### config.mk
export PLATFORM = sky130hd
export DESIGN_NAME = sdl_jump_walker_flat
export DESIGN_NICKNAME = d
export VERILOG_FILES = /design/src/rtl/sdl_jump_walker_if.sv /design/src/rtl/sdl_jump_walker.sv /design/src/flat_wrapper.sv
export SDC_FILE = /design/constraint.sdc
export NUM_CORES = 1
export LEC_CHECK = 0
export CAP_MARGIN = 20
export CORE_MARGIN = 8
export CORE_UTILIZATION = 40
export DETAILED_ROUTE_END_ITERATION = 10
export GPL_ROUTABILITY_DRIVEN = 0
export PLACE_DENSITY = 0.76
export SLEW_MARGIN = 0
export SYNTH_ARGS = -nofsm -noshare
export SYNTH_HDL_FRONTEND = slang
export SYNTH_SLANG_ARGS = --single-unit
### constraint.sdc
create_clock -name i_clock -period 8.6 [get_ports i_clock]
set_input_delay 2.58 -clock i_clock [delete_from_list [all_inputs] [get_ports i_clock]]
set_output_delay 2.58 -clock i_clock [all_outputs]
set_load 0.01 [all_outputs]
### src/rtl/sdl_jump_walker_if.sv
// rtl/sdl_jump_walker_if.sv - request/result bundle for the down-left jump walker
//   start/pieces/opp/empty : request side, driven by the master
//   busy/done              : status, driven by the walker
//   moves/reach/capt/hops  : results, valid from the done pulse until the next accepted start
interface sdl_jump_walker_if;
  logic        start;
  logic [31:0] pieces;
  logic [31:0] opp;
  logic [31:0] empty;
  logic        busy;
  logic        done;
  logic [31:0] moves;
  logic [31:0] reach;
  logic [31:0] capt;
  logic [1:0]  hops;

  modport master (
    output start, pieces, opp, empty,
    input  busy, done, moves, reach, capt, hops
  );

  modport slave (
    input  start, pieces, opp, empty,
    output busy, done, moves, reach, capt, hops
  );
endinterface

### src/rtl/sdl_jump_walker.sv
// rtl/sdl_jump_walker.sv - multi-cycle down-left move/jump explorer for checkers
//   i_clock : rising-edge clock
//   i_reset : asynchronous active-high reset
//   bus     : slave side of sdl_jump_walker_if (request masks in, status and result masks out)
module sdl_jump_walker #(
  parameter int MAX_HOPS = 3
) (
  input  logic                 i_clock,
  input  logic                 i_reset,
  sdl_jump_walker_if.slave     bus
);

  localparam logic [2:0] LP_MAX_HOPS = 3'(MAX_HOPS);

  typedef enum logic [1:0] {
    S_IDLE = 2'd0,
    S_STEP = 2'd1,
    S_DONE = 2'd2
  } state_t;

  state_t      r_state;
  state_t      w_state_nxt;

  logic [31:0] r_front;
  logic [31:0] r_opp;
  logic [31:0] r_empty;
  logic [31:0] r_moves;
  logic [31:0] r_reach;
  logic [31:0] r_capt;
  logic [1:0]  r_hops;

  logic [31:0] w_mid;
  logic [31:0] w_land;
  logic [31:0] w_capt;
  logic [2:0]  w_hops_inc;
  logic        w_stop;

  // Down-left shift: even rows move +3 except column 0, odd rows move +4, row 7 falls off.
  function automatic logic [31:0] sdl0(input logic [31:0] x);
    logic [31:0] r;
    r = '0;
    for (int i = 0; i < 28; i++) begin
      if (((i >> 2) & 1) == 0) begin
        if ((i & 3) != 0) r[i + 3] = x[i];
      end else begin
        r[i + 4] = x[i];
      end
    end
    return r;
  endfunction

  // Exact inverse of sdl0: odd-row squares in columns 0..2 came from +3, even rows from +4.
  function automatic logic [31:0] sur0(input logic [31:0] x);
    logic [31:0] r;
    r = '0;
    for (int j = 4; j < 32; j++) begin
      if (((j >> 2) & 1) == 1) begin
        if ((j & 3) != 3) r[j - 3] = x[j];
      end else begin
        r[j - 4] = x[j];
      end
    end
    return r;
  endfunction

  // One jump iteration: step onto an opponent, then onto an empty square beyond it.
  // Captures are only the opponents that actually sit under a landing.
  assign w_mid      = sdl0(r_front) & r_opp;
  assign w_land     = sdl0(w_mid) & r_empty;
  assign w_capt     = w_mid & sur0(w_land);
  assign w_hops_inc = {1'b0, r_hops} + 3'd1;
  assign w_stop     = (w_land == '0) || (w_hops_inc == LP_MAX_HOPS);

  always_ff @(posedge i_clock or posedge i_reset) begin
    if (i_reset) r_state <= S_IDLE;
    else         r_state <= w_state_nxt;
  end

  always_comb begin
    w_state_nxt = r_state;
    case (r_state)
      S_IDLE:  if (bus.start) w_state_nxt = S_STEP;
      S_STEP:  if (w_stop)    w_state_nxt = S_DONE;
      S_DONE:                 w_state_nxt = S_IDLE;
      default:                w_state_nxt = S_IDLE;
    endcase
  end

  always_ff @(posedge i_clock or posedge i_reset) begin
    if (i_reset) begin
      r_front <= '0;
      r_opp   <= '0;
      r_empty <= '0;
      r_moves <= '0;
      r_reach <= '0;
      r_capt  <= '0;
      r_hops  <= '0;
    end else if (r_state == S_IDLE && bus.start) begin
      r_front <= bus.pieces;
      r_opp   <= bus.opp;
      r_empty <= bus.empty;
      r_moves <= sdl0(bus.pieces) & bus.empty;
      r_reach <= '0;
      r_capt  <= '0;
      r_hops  <= '0;
    end else if (r_state == S_STEP && w_land != '0) begin
      r_front <= w_land;
      r_reach <= r_reach | w_land;
      r_capt  <= r_capt | w_capt;
      r_hops  <= w_hops_inc[1:0];
    end
  end

  assign bus.busy  = (r_state == S_STEP) || (r_state == S_DONE);
  assign bus.done  = (r_state == S_DONE);
  assign bus.moves = r_moves;
  assign bus.reach = r_reach;
  assign bus.capt  = r_capt;
  assign bus.hops  = r_hops;

endmodule
### src/flat_wrapper.sv
// flat-port wrapper written by rule: the top's interface ports become plain ports
module sdl_jump_walker_flat 
#(
  parameter int MAX_HOPS = 3
)
  (i_clock, i_reset, bus_start, bus_pieces, bus_opp, bus_empty, bus_busy, bus_done, bus_moves, bus_reach, bus_capt, bus_hops);
  sdl_jump_walker_if bus_i ();
  input  logic i_clock;
  input  logic i_reset;
  input wire logic [$bits(bus_i.start)-1:0] bus_start;
  input wire logic [$bits(bus_i.pieces)-1:0] bus_pieces;
  input wire logic [$bits(bus_i.opp)-1:0] bus_opp;
  input wire logic [$bits(bus_i.empty)-1:0] bus_empty;
  output wire logic [$bits(bus_i.busy)-1:0] bus_busy;
  output wire logic [$bits(bus_i.done)-1:0] bus_done;
  output wire logic [$bits(bus_i.moves)-1:0] bus_moves;
  output wire logic [$bits(bus_i.reach)-1:0] bus_reach;
  output wire logic [$bits(bus_i.capt)-1:0] bus_capt;
  output wire logic [$bits(bus_i.hops)-1:0] bus_hops;
  assign bus_i.start = bus_start;
  assign bus_i.pieces = bus_pieces;
  assign bus_i.opp = bus_opp;
  assign bus_i.empty = bus_empty;
  assign bus_busy = bus_i.busy;
  assign bus_done = bus_i.done;
  assign bus_moves = bus_i.moves;
  assign bus_reach = bus_i.reach;
  assign bus_capt = bus_i.capt;
  assign bus_hops = bus_i.hops;
  sdl_jump_walker #(.MAX_HOPS(MAX_HOPS)) u_core (.i_clock(i_clock), .i_reset(i_reset), .bus(bus_i));
endmodule
======== Word level (Yosys, flattened, before mapping) ========
Index checks and enable logic that the tools add are counted.
cells by class
  add/subtract/negate cells ............... 1
  eq/ne operators ......................... 5
  muxes and demuxes ....................... 36
  bitwise logic cells ..................... 6
  reduce and logical (&&, ||, !) cells .... 9
operators with widths
  kind                                            count
  two-way mux 32 bit                              4
  AND 31 x 32 -> 32 bit                           2
  bitwise OR 32 bit                               2
  two-way mux 28 bit                              2
  AND 32 x 28 -> 32 bit                           1
  AND 32 bit                                      1
  logical NOT 32 bit                              1
  nonzero test 32 bit                             1
  two-way mux 1 bit                               25
  two-way mux 2 bit                               4
  one-hot mux 2 bit (2 select lines)              1
  adder 2 x 1 -> 3 bit (second input constant)    1
  == test 3 x 2 -> 1 bit (second input constant)  1
  == test 2 x 1 -> 1 bit (second input constant)  1
  == test 2 bit (second input constant)           1
  logical AND 1 bit                               2
  logical NOT 2 bit                               1
  logical OR 1 bit                                2
  != test 2 x 1 -> 1 bit (second input constant)  1
  != test 2 bit (second input constant)           1
  AND reduction 2 bit                             1
  nonzero test 2 bit                              1
word-level totals
  bits in registers ....................... 192
  input port bits ......................... 99
  output and inout bits ................... 100
  word-level logic and storage cells ...... 65

======== Depth between registers and ports, before layout ========
Gate-level depths: netlist of run 1.
  depth after elaboration ................. 6
  mapped depth ............................ 8

======== Least setup slack after synthesis of run 1 ========
OpenSTA, ideal clock, no wires.
  path type ............................... in2reg
  start ................................... input bus_start
  end ..................................... register u_core.r_capt[10] (netlist: u_core.bus.capt[10])
  setup time .............................. 0.132 ns
  arrival time ............................ 3.463 ns
  required time ........................... 8.468 ns
  slack ................................... 5.006 ns
  cell stages on the path ................. 5
  buffers on the path ..................... 3
  cell sequence ........................... and2_1 -> buf_6 -> clkbuf_1 -> clkbuf_1 -> nor2_1
on the way
  word-level cells in the longest chain between the ends .. 2
RTL lines
  what                                                      RTL line                RTL
  from (decl)                                               flat_wrapper.sv:10      input wire logic [$bits(bus_i.start)-1:0] bus_start;
  logical AND 1 bit *                                       sdl_jump_walker.sv:98   end else if (r_state == S_IDLE && bus.start) begin
  two-way mux 32 bit or nonzero test 2 bit (tied branches)  --
  to (signal assigned)                                      sdl_jump_walker.sv:109  r_capt <= r_capt | w_capt;
  to (decl)                                                 sdl_jump_walker.sv:29   logic [31:0] r_capt;
Mark *: on every way between the ends. The rest lies on a longest branch, timed or not.
A chain may end at the register's enable or synchronous reset.

======== Final worst setup path of run 1 ========
  start ................................... input bus_start
  end ..................................... register u_core.r_front[18]
on the way
  word-level cells in the longest chain between the ends .. 2
RTL lines
  what                                                      RTL line                RTL
  logical AND 1 bit *                                       sdl_jump_walker.sv:98
  two-way mux 28 bit or nonzero test 2 bit (tied branches)  --
  to (signal assigned)                                      sdl_jump_walker.sv:99   r_front <= bus.pieces;
  to (signal assigned)                                      sdl_jump_walker.sv:107  r_front <= w_land;
  to (decl)                                                 sdl_jump_walker.sv:24   logic [31:0] r_front;
Marked as above.

==> impl_summary.txt, run 1 <==
----------------------------------------------------
[Run status]
  Run status ... completed

[Clocking]
  Clock Latency Late Sink ... 0.41 ns
  Maximum clock insertion buffer count ... 2
  Clock Sink Count ... approximately 120
  Number of H-tree levels ... 4
  Resized Gates After CTS ... 0
  Count of hold buffers inserted by post-cts repair ... 0
  Clock tree from TritonCTS ... done
  Number of buffers inserted to repair setup after CTS ... 0
  Num CTS Buffers ... 17
  Clock slew at reported path FFs ... ~0.050 ns
  Clock root cell ... sky130_fd_sc_hd__clkbuf_16

[Finish]
  Synth-to-layout area growth ... 37.4%
  Share of layout cells above drive strength 1 ... under 10%
  Total number of nets in the final design ... between 800 and 900
  Number of diodes ... 0
  Most common cell after layout, fill and taps aside ... sky130_fd_sc_hd__nand2_1
  Most frequent cells in the layout ... sky130_fd_sc_hd__nand2_1, sky130_fd_sc_hd__clkdlybuf4s50_1, sky130_fd_sc_hd__dfrtp_1

[Floorplan]
  Starting utilization of the core area ... 41.0%
  Number of top-level pins ... 199
  Die X ... between 100 and 150 um
  Cell row count ... about 40
  Die Footprint ... about 0.017 mm^2
  Placeable core area ... approximately 0.013 mm^2
  Die height ... between 100 and 150 um

[Global route]
  Initial antenna violation count ... 0
  First-pass GRT wire length ... between 20 and 25 mm
  Overall global routing resource usage ... between 10% and 20%
  Largest net degree at the start of global routing ... between 100 and 150
  GRT Residual Overflow ... 0
  Via count of the first global-routing pass ... around 4400

[Yosys]
  Sequential cell area fraction in the yosys report ... between 50% and 60%
  Synth Instances ... 572
  Cell type contributing the most total cell area after synthesis ... sky130_fd_sc_hd__dfrtp_1
  Distinct cell type count of the synthesized netlist ... 38
  Flop and latch count out of synthesis ... 118
  Average footprint of a synthesized cell ... between 9 and 10 um^2
  Netlist Area Pre-Place ... 0.00520 mm^2
  Warnings from Yosys ... 0
  Post-synth top area share ... between 50% and 60%
  Cells taking the most area after synthesis ... sky130_fd_sc_hd__dfrtp_1, sky130_fd_sc_hd__nand2_1, sky130_fd_sc_hd__buf_4

[Drt]
  Wire length per cell after detailed routing ... between 15 and 20 um
  Via count ... 4279
  Number of DRC violations after detailed routing ... 0
  Avg Vias per Cell ... just under 5
  Post-route ant nets ... 0
  Total routed wirelength ... between 10 and 15 mm
  Total iterations of the first detailed-routing run ... 5
  Detailed Route Iter0 Violations ... approximately 270

[Power and ir drop]
  Cell internal power dissipation ... about 0.0017 W
  Static leakage ... 3.50 nW
  Share of total power in combinational logic ... 36.9%
  Clock power share ... 27.5%
  Pwr Density ... 361 mW/mm^2
  Net switching fraction of the power ... 35.1%
  Sequential share of power ... 35.7%
  VDD IR-drop max ... between 0.1 and 0.15 mV
  Post-route total power ... 0.00258 W
  Power dissipated by switching net loads ... 0.000905 W

[Worst setup path]
  Setup Crit Path Kind ... input pin to register
  Startpoint type of the worst setup path ... input pin
  Critical path data arrival time ... about 5.2 ns
  Crit Path Max Fanout ... 89
  CP required ... just under 9 ns
  Kind of end point of the critical path ... register

[Timing]
  Highest attainable clock frequency ... 204 MHz
  Clk_skew ... 0.00591 ns
  Portion of the clock cycle consumed by the worst path in the final layout ... between 50% and 60%
  Worst rel slew slack ... about two fifths
  Number of hold violations in the final report ... 0
  Fin Setup TNS ... 0 ns
  Measured slew at the worst slew-check pin ... 0.920 ns
  Final min period ... a little under 5 ns
  Number of max-slew violations in the final report ... 0
  Setup violators final ... 0
  RSZ-0062 raised after global routing ... no

[Placed design]
  Detailed placer's ending HPWL ... roughly 9.9 mm
  # port buffers ... roughly 130

[Hold path]
  Class of the worst hold path ... register to register

[Job]
  Number of max-cap violations ... 0

----------------------------------------------------
-- cell usage after synthesis, drive strengths merged --
cell type,number
a211o,1
a211oi,6
a21o,8
a21oi,24
a311oi,1
a32oi,1
and2,1
and3,4
buf,46
clkbuf,16
conb,1
dfrtp,118
ha,5
inv,5
nand2,188
nand2b,3
nand3,44
nand4,8
nor2,64
nor3,6
nor4,5
o21a,1
o21ai,5
o221ai,4
o31ai,1
or3,5
or4,1
-- layout make-up --
class                      count  area, um^2
clock inverter                10         129
multi-input combinational    422        1980
tap                          172         215
sequential                   118        2950
inverter                       5        21.3
timing repair buffer         136        1380
clock buffer                  21         460
fill                        1107        5530
-- power by group through the flow --
| stage | sequential (W) | clock, W | combinational (W) |
|---|---|---|---|
| after floorplan | 0.000947 | 0 | 0.000530 |
| after global placement | 0.000913 | 0 | 0.000914 |
| after detailed placement | 0.000927 | 0 | 0.000944 |
| after CTS | 0.000919 | 0.000720 | 0.000949 |
| after global routing | 0.000949 | 0.000742 | 0.00105 |
| final | 0.000919 | 0.000709 | 0.000950 |
-- through the flow --
step	hold WS, ns	worst slack [ns]	utilization, %	area [um^2]	std cells
3_3_place_gp	0.449	3.36	51.3	6510	851
5_1_grt	0.486	3.49	56.4	7140	884
3_5_place_dp	0.456	3.31	51.3	6510	851
2_1_floorplan	0.445	2.89	-	5330	607
6_report	0.461	3.69	56.4	7140	884
4_1_cts	0.468	3.72	56.0	7100	882
-- sequential cells by signal, summed over array words and instances, names as in the netlist --
signal,cells
u_core.bus.moves,24
u_core.bus.capt,18
u_core.bus.reach,18
u_core.r_empty,18
u_core.r_front,18
u_core.r_opp,18
u_core.bus.hops,2
u_core.r_state,2
-- cells by family after synthesis --
kind of cell	Yosys count	synth area share, %
and+or+nand+nor	329	27.4
DFF	118	56.8
buffers and inverters	67	7.80
AOI/OAI and AO/OA	52	6.67
adders and majority gates	5	1.20
other	1	0.0722
-- final timing paths --
path	from	endpoint	slack, ns	depth (start not counted)
setup / recovery	bus_start	u_core.r_front[18]$_DFFE_PP0P_	3.69	5
hold / removal	u_core.bus.moves[28]$_DFFE_PP0P_	u_core.bus.moves[28]$_DFFE_PP0P_	0.46	2
setup reg to reg	u_core.r_state[1]$_DFFE_PP0P_	u_core.r_front[18]$_DFFE_PP0P_	5.63	6
hold reg to reg	u_core.bus.moves[28]$_DFFE_PP0P_	u_core.bus.moves[28]$_DFFE_PP0P_	0.46	2
max in group asynchronous	i_reset	u_core.r_opp[17]$_DFFE_PP0P_	5.06	4
min in group asynchronous	i_reset	u_core.bus.moves[11]$_DFFE_PP0P_	2.53	2
-- routing by layer --
| metal | vias to the layer above | wire (um) | track usage, % |
|---|---|---|---|
| met1 | 2054 | 5820 | 20.3 |
| met4 | 0 | 183 | 5.94 |
| met3 | 18 | 1050 | 5.06 |
| li1 | 2067 | - | - |
| met2 | 140 | 7030 | 28.5 |
| met5 | - | 0 | 0 |
-- worst max-delay path, cell delays in order --
cell and delay [ns]:
sky130_fd_sc_hd__clkdlybuf4s50_1 0.47, sky130_fd_sc_hd__nand2_4 0.68, sky130_fd_sc_hd__nand2_1 0.44, sky130_fd_sc_hd__a21oi_2 0.76, sky130_fd_sc_hd__a21oi_1 0.19
Note: power is estimated with default switching activity, not from simulation.
==> run 2: changes to the inputs <==
- clock period: 8.6 -> 5.1 ns (I/O delays scaled with it)
==> run 2 against run 1 <==
- utilization barely moved
- highest routed layer unchanged
- worst hold slack hardly changed
- via count hardly changed
- design area is essentially flat
- count of clock-buffer cells in the layout grew 2
- global-route usage increased by 0.095 points
- critical path depth decreased by 2
- clock power rose by 72%
==> impl_summary.txt, run 2 (same netlist as run 1, synthesis figures left out) <==
----------------------------------------------------
[Run status]
  Run status ... completed

[Clocking]
  Number of H-tree levels ... 4 (unchanged)
  Clock root cell ... sky130_fd_sc_hd__clkbuf_16
  Clock Latency Late Sink ... 0.41 ns (about the same)
  Count of hold buffers inserted by post-cts repair ... 0 (unchanged)
  Maximum clock insertion buffer count ... 2 (unchanged)
  Clock tree from TritonCTS ... done
  Resized Gates After CTS ... 0 (unchanged)
  Num CTS Buffers ... 17 (unchanged)
  Clock slew at reported path FFs ... 0.05 ns (about the same)
  Number of buffers inserted to repair setup after CTS ... 0 (unchanged)
  Clock Sink Count ... 118 (unchanged)

[Floorplan]
  Die X ... 130 um (unchanged)
  Placeable core area ... 0.0127 mm^2 (unchanged)
  Die height ... 130 um (unchanged)
  Die Footprint ... 0.0169 mm^2 (unchanged)
  Starting utilization of the core area ... 41.0% (unchanged)
  Cell row count ... 41 (unchanged)
  Number of top-level pins ... 199 (unchanged)

[Timing]
  Setup violators final ... 0 (unchanged)
  Worst path setup slack after routing ... 1.84 ns (-1.85 ns)
  Clk_skew ... 0.00767 ns (+0.00176 ns)
  Highest attainable clock frequency ... between 300 and 400 MHz
  Measured slew at the worst slew-check pin ... 0.892 ns (-0.0286 ns)
  RSZ-0062 raised after global routing ... no
  Final min period ... roughly 3.3 ns
  Worst rel slew slack ... 40.6% (+1.9 points)
  Number of max-slew violations in the final report ... 0 (unchanged)
  Portion of the clock cycle consumed by the worst path in the final layout ... 63.8%
  Fin Setup TNS ... 0 ns (unchanged)
  Number of hold violations in the final report ... 0 (unchanged)

[Finish]
  Combined area of the multi-input logic cells ... 0.00198 mm^2 (unchanged)
  Number of diodes ... 0 (unchanged)
  Synth-to-layout area growth ... 37.5% (about the same)
  Share of layout cells above drive strength 1 ... 7.41% (+0.39 points)
  Most common cell after layout, fill and taps aside ... sky130_fd_sc_hd__nand2_1
  Number of flip-flops in the largest register ... 24 (unchanged)
  Number of filler cells placed in the layout ... 1134 (+2.4%)
  Total number of nets in the final design ... 806 (+0.25%)
  Most frequent cells in the layout ... sky130_fd_sc_hd__nand2_1, sky130_fd_sc_hd__clkdlybuf4s50_1, sky130_fd_sc_hd__dfrtp_1
  Register cell area after layout ... 0.00295 mm^2 (unchanged)

[Worst setup path]
  CP required ... 3.57 ns (-5.28 ns)
  Setup Crit Path Kind ... register to output pin
  Startpoint type of the worst setup path ... register
  Source of the critical timing path ... u_core.r_state[1]$_DFFE_PP0P_
  Kind of end point of the critical path ... output pin
  Crit Path Max Fanout ... 4 (-96%)
  Critical path data arrival time ... 1.73 ns (-3.43 ns)
  Startpoint of the worst-slack reg-to-reg timing path ... u_core.r_state[1]$_DFFE_PP0P_

[Hold path]
  Start point of the worst min-delay path ... u_core.bus.moves[25]$_DFFE_PP0P_
  Class of the worst hold path ... register to register

[Drt]
  Post-route ant nets ... 0 (unchanged)
  Number of DRC violations after detailed routing ... 0 (unchanged)
  Via count ... 4277 (-0.047%)
  Total routed wirelength ... 14.2 mm (+0.62%)
  Wire length per cell after detailed routing ... 16.0 um (+0.28%)
  Avg Vias per Cell ... 4.82 (-0.38%)
  Total iterations of the first detailed-routing run ... 5 (unchanged)
  Detailed Route Iter0 Violations ... 294 (+11%)

[Placed design]
  Detailed placer's ending HPWL ... 10.1 mm (+2.3%)
  # port buffers ... 132 (unchanged)
  Post-placement worst setup slack ... 1.50 ns (-1.81 ns)

[Power and ir drop]
  Pwr Density ... 611 mW/mm^2 (+69%)
  Static leakage ... 3.50 nW (+0.13%)
  VDD IR-drop max ... 0.246 mV (+81%)

[Global route]
  Via count of the first global-routing pass ... 4407 (+0.64%)
  GRT Residual Overflow ... 0 (unchanged)
  Initial antenna violation count ... 0 (unchanged)
  First-pass GRT wire length ... 22.1 mm (-0.65%)
  Largest net degree at the start of global routing ... 89 (-21%)
  Overall global routing resource usage ... 17.0% (+0.095 points)

[Job]
  Number of max-cap violations ... 0 (unchanged)

----------------------------------------------------
-- run 2: final timing paths --
path	slack (ns)	to	cells after the start
min reg2reg	0.46	u_core.bus.moves[25]$_DFFE_PP0P_	2
min in group asynchronous	1.62	u_core.bus.moves[29]$_DFFE_PP0P_	2
max reg2reg	2.78	u_core.r_front[10]$_DFFE_PP0P_	6
max	1.84	bus_busy	3
max in group asynchronous	2.54	u_core.bus.reach[30]$_DFFE_PP0P_	3
min	0.46	u_core.bus.moves[25]$_DFFE_PP0P_	2
-- run 2: power breakdown --
group / internal (W) / total, W / leakage, nW / switching, W
clock: 0.000815 / 0.00122 / 0.303 / 0.000407
sequential: 0.00132 / 0.00154 / 1.54 / 0.000227
combinational: 0.000714 / 0.00160 / 1.67 / 0.000886
-- run 2: layer usage --
layer | vias up | part of all wire, % | track usage, %
met5 | - | 0 | 0
met4 | 0 | 2.2 | 6.90
met3 | 20 | 8.9 | 6.77
met2 | 151 | 48 | 27.0
met1 | 2042 | 41 | 20.4
li1 | 2064 | - | -
-- run 2: final cells by class --
type,instances,share of cell area [%]
sequential,118,41.3
timing repair buffer,138,19.1
inverter,5,0.298
clock buffer,23,6.83
clock inverter,9,1.72
multi-input combinational,422,27.7
tap,172,3.01
-- run 2: worst max-delay path: stages, from the launching register on --
cell and delay, ns:
sky130_fd_sc_hd__dfrtp_1 0.40, sky130_fd_sc_hd__inv_1 0.10, sky130_fd_sc_hd__ha_1 0.29, sky130_fd_sc_hd__clkdlybuf4s50_1 0.54
-- run 2: through the flow --
stage               total power (W)  area [um^2]  std cells  hold WS [ns]  util [%]
floorplan                   0.00249         5330        607         0.445         -
global placement            0.00310         6540        855         0.450      51.6
detailed placement          0.00317         6540        855         0.455      51.6
CTS                         0.00441         7150        887         0.467      56.4
global route                0.00465         7150        887         0.486      56.4
finish                      0.00437         7150        887         0.462      56.4
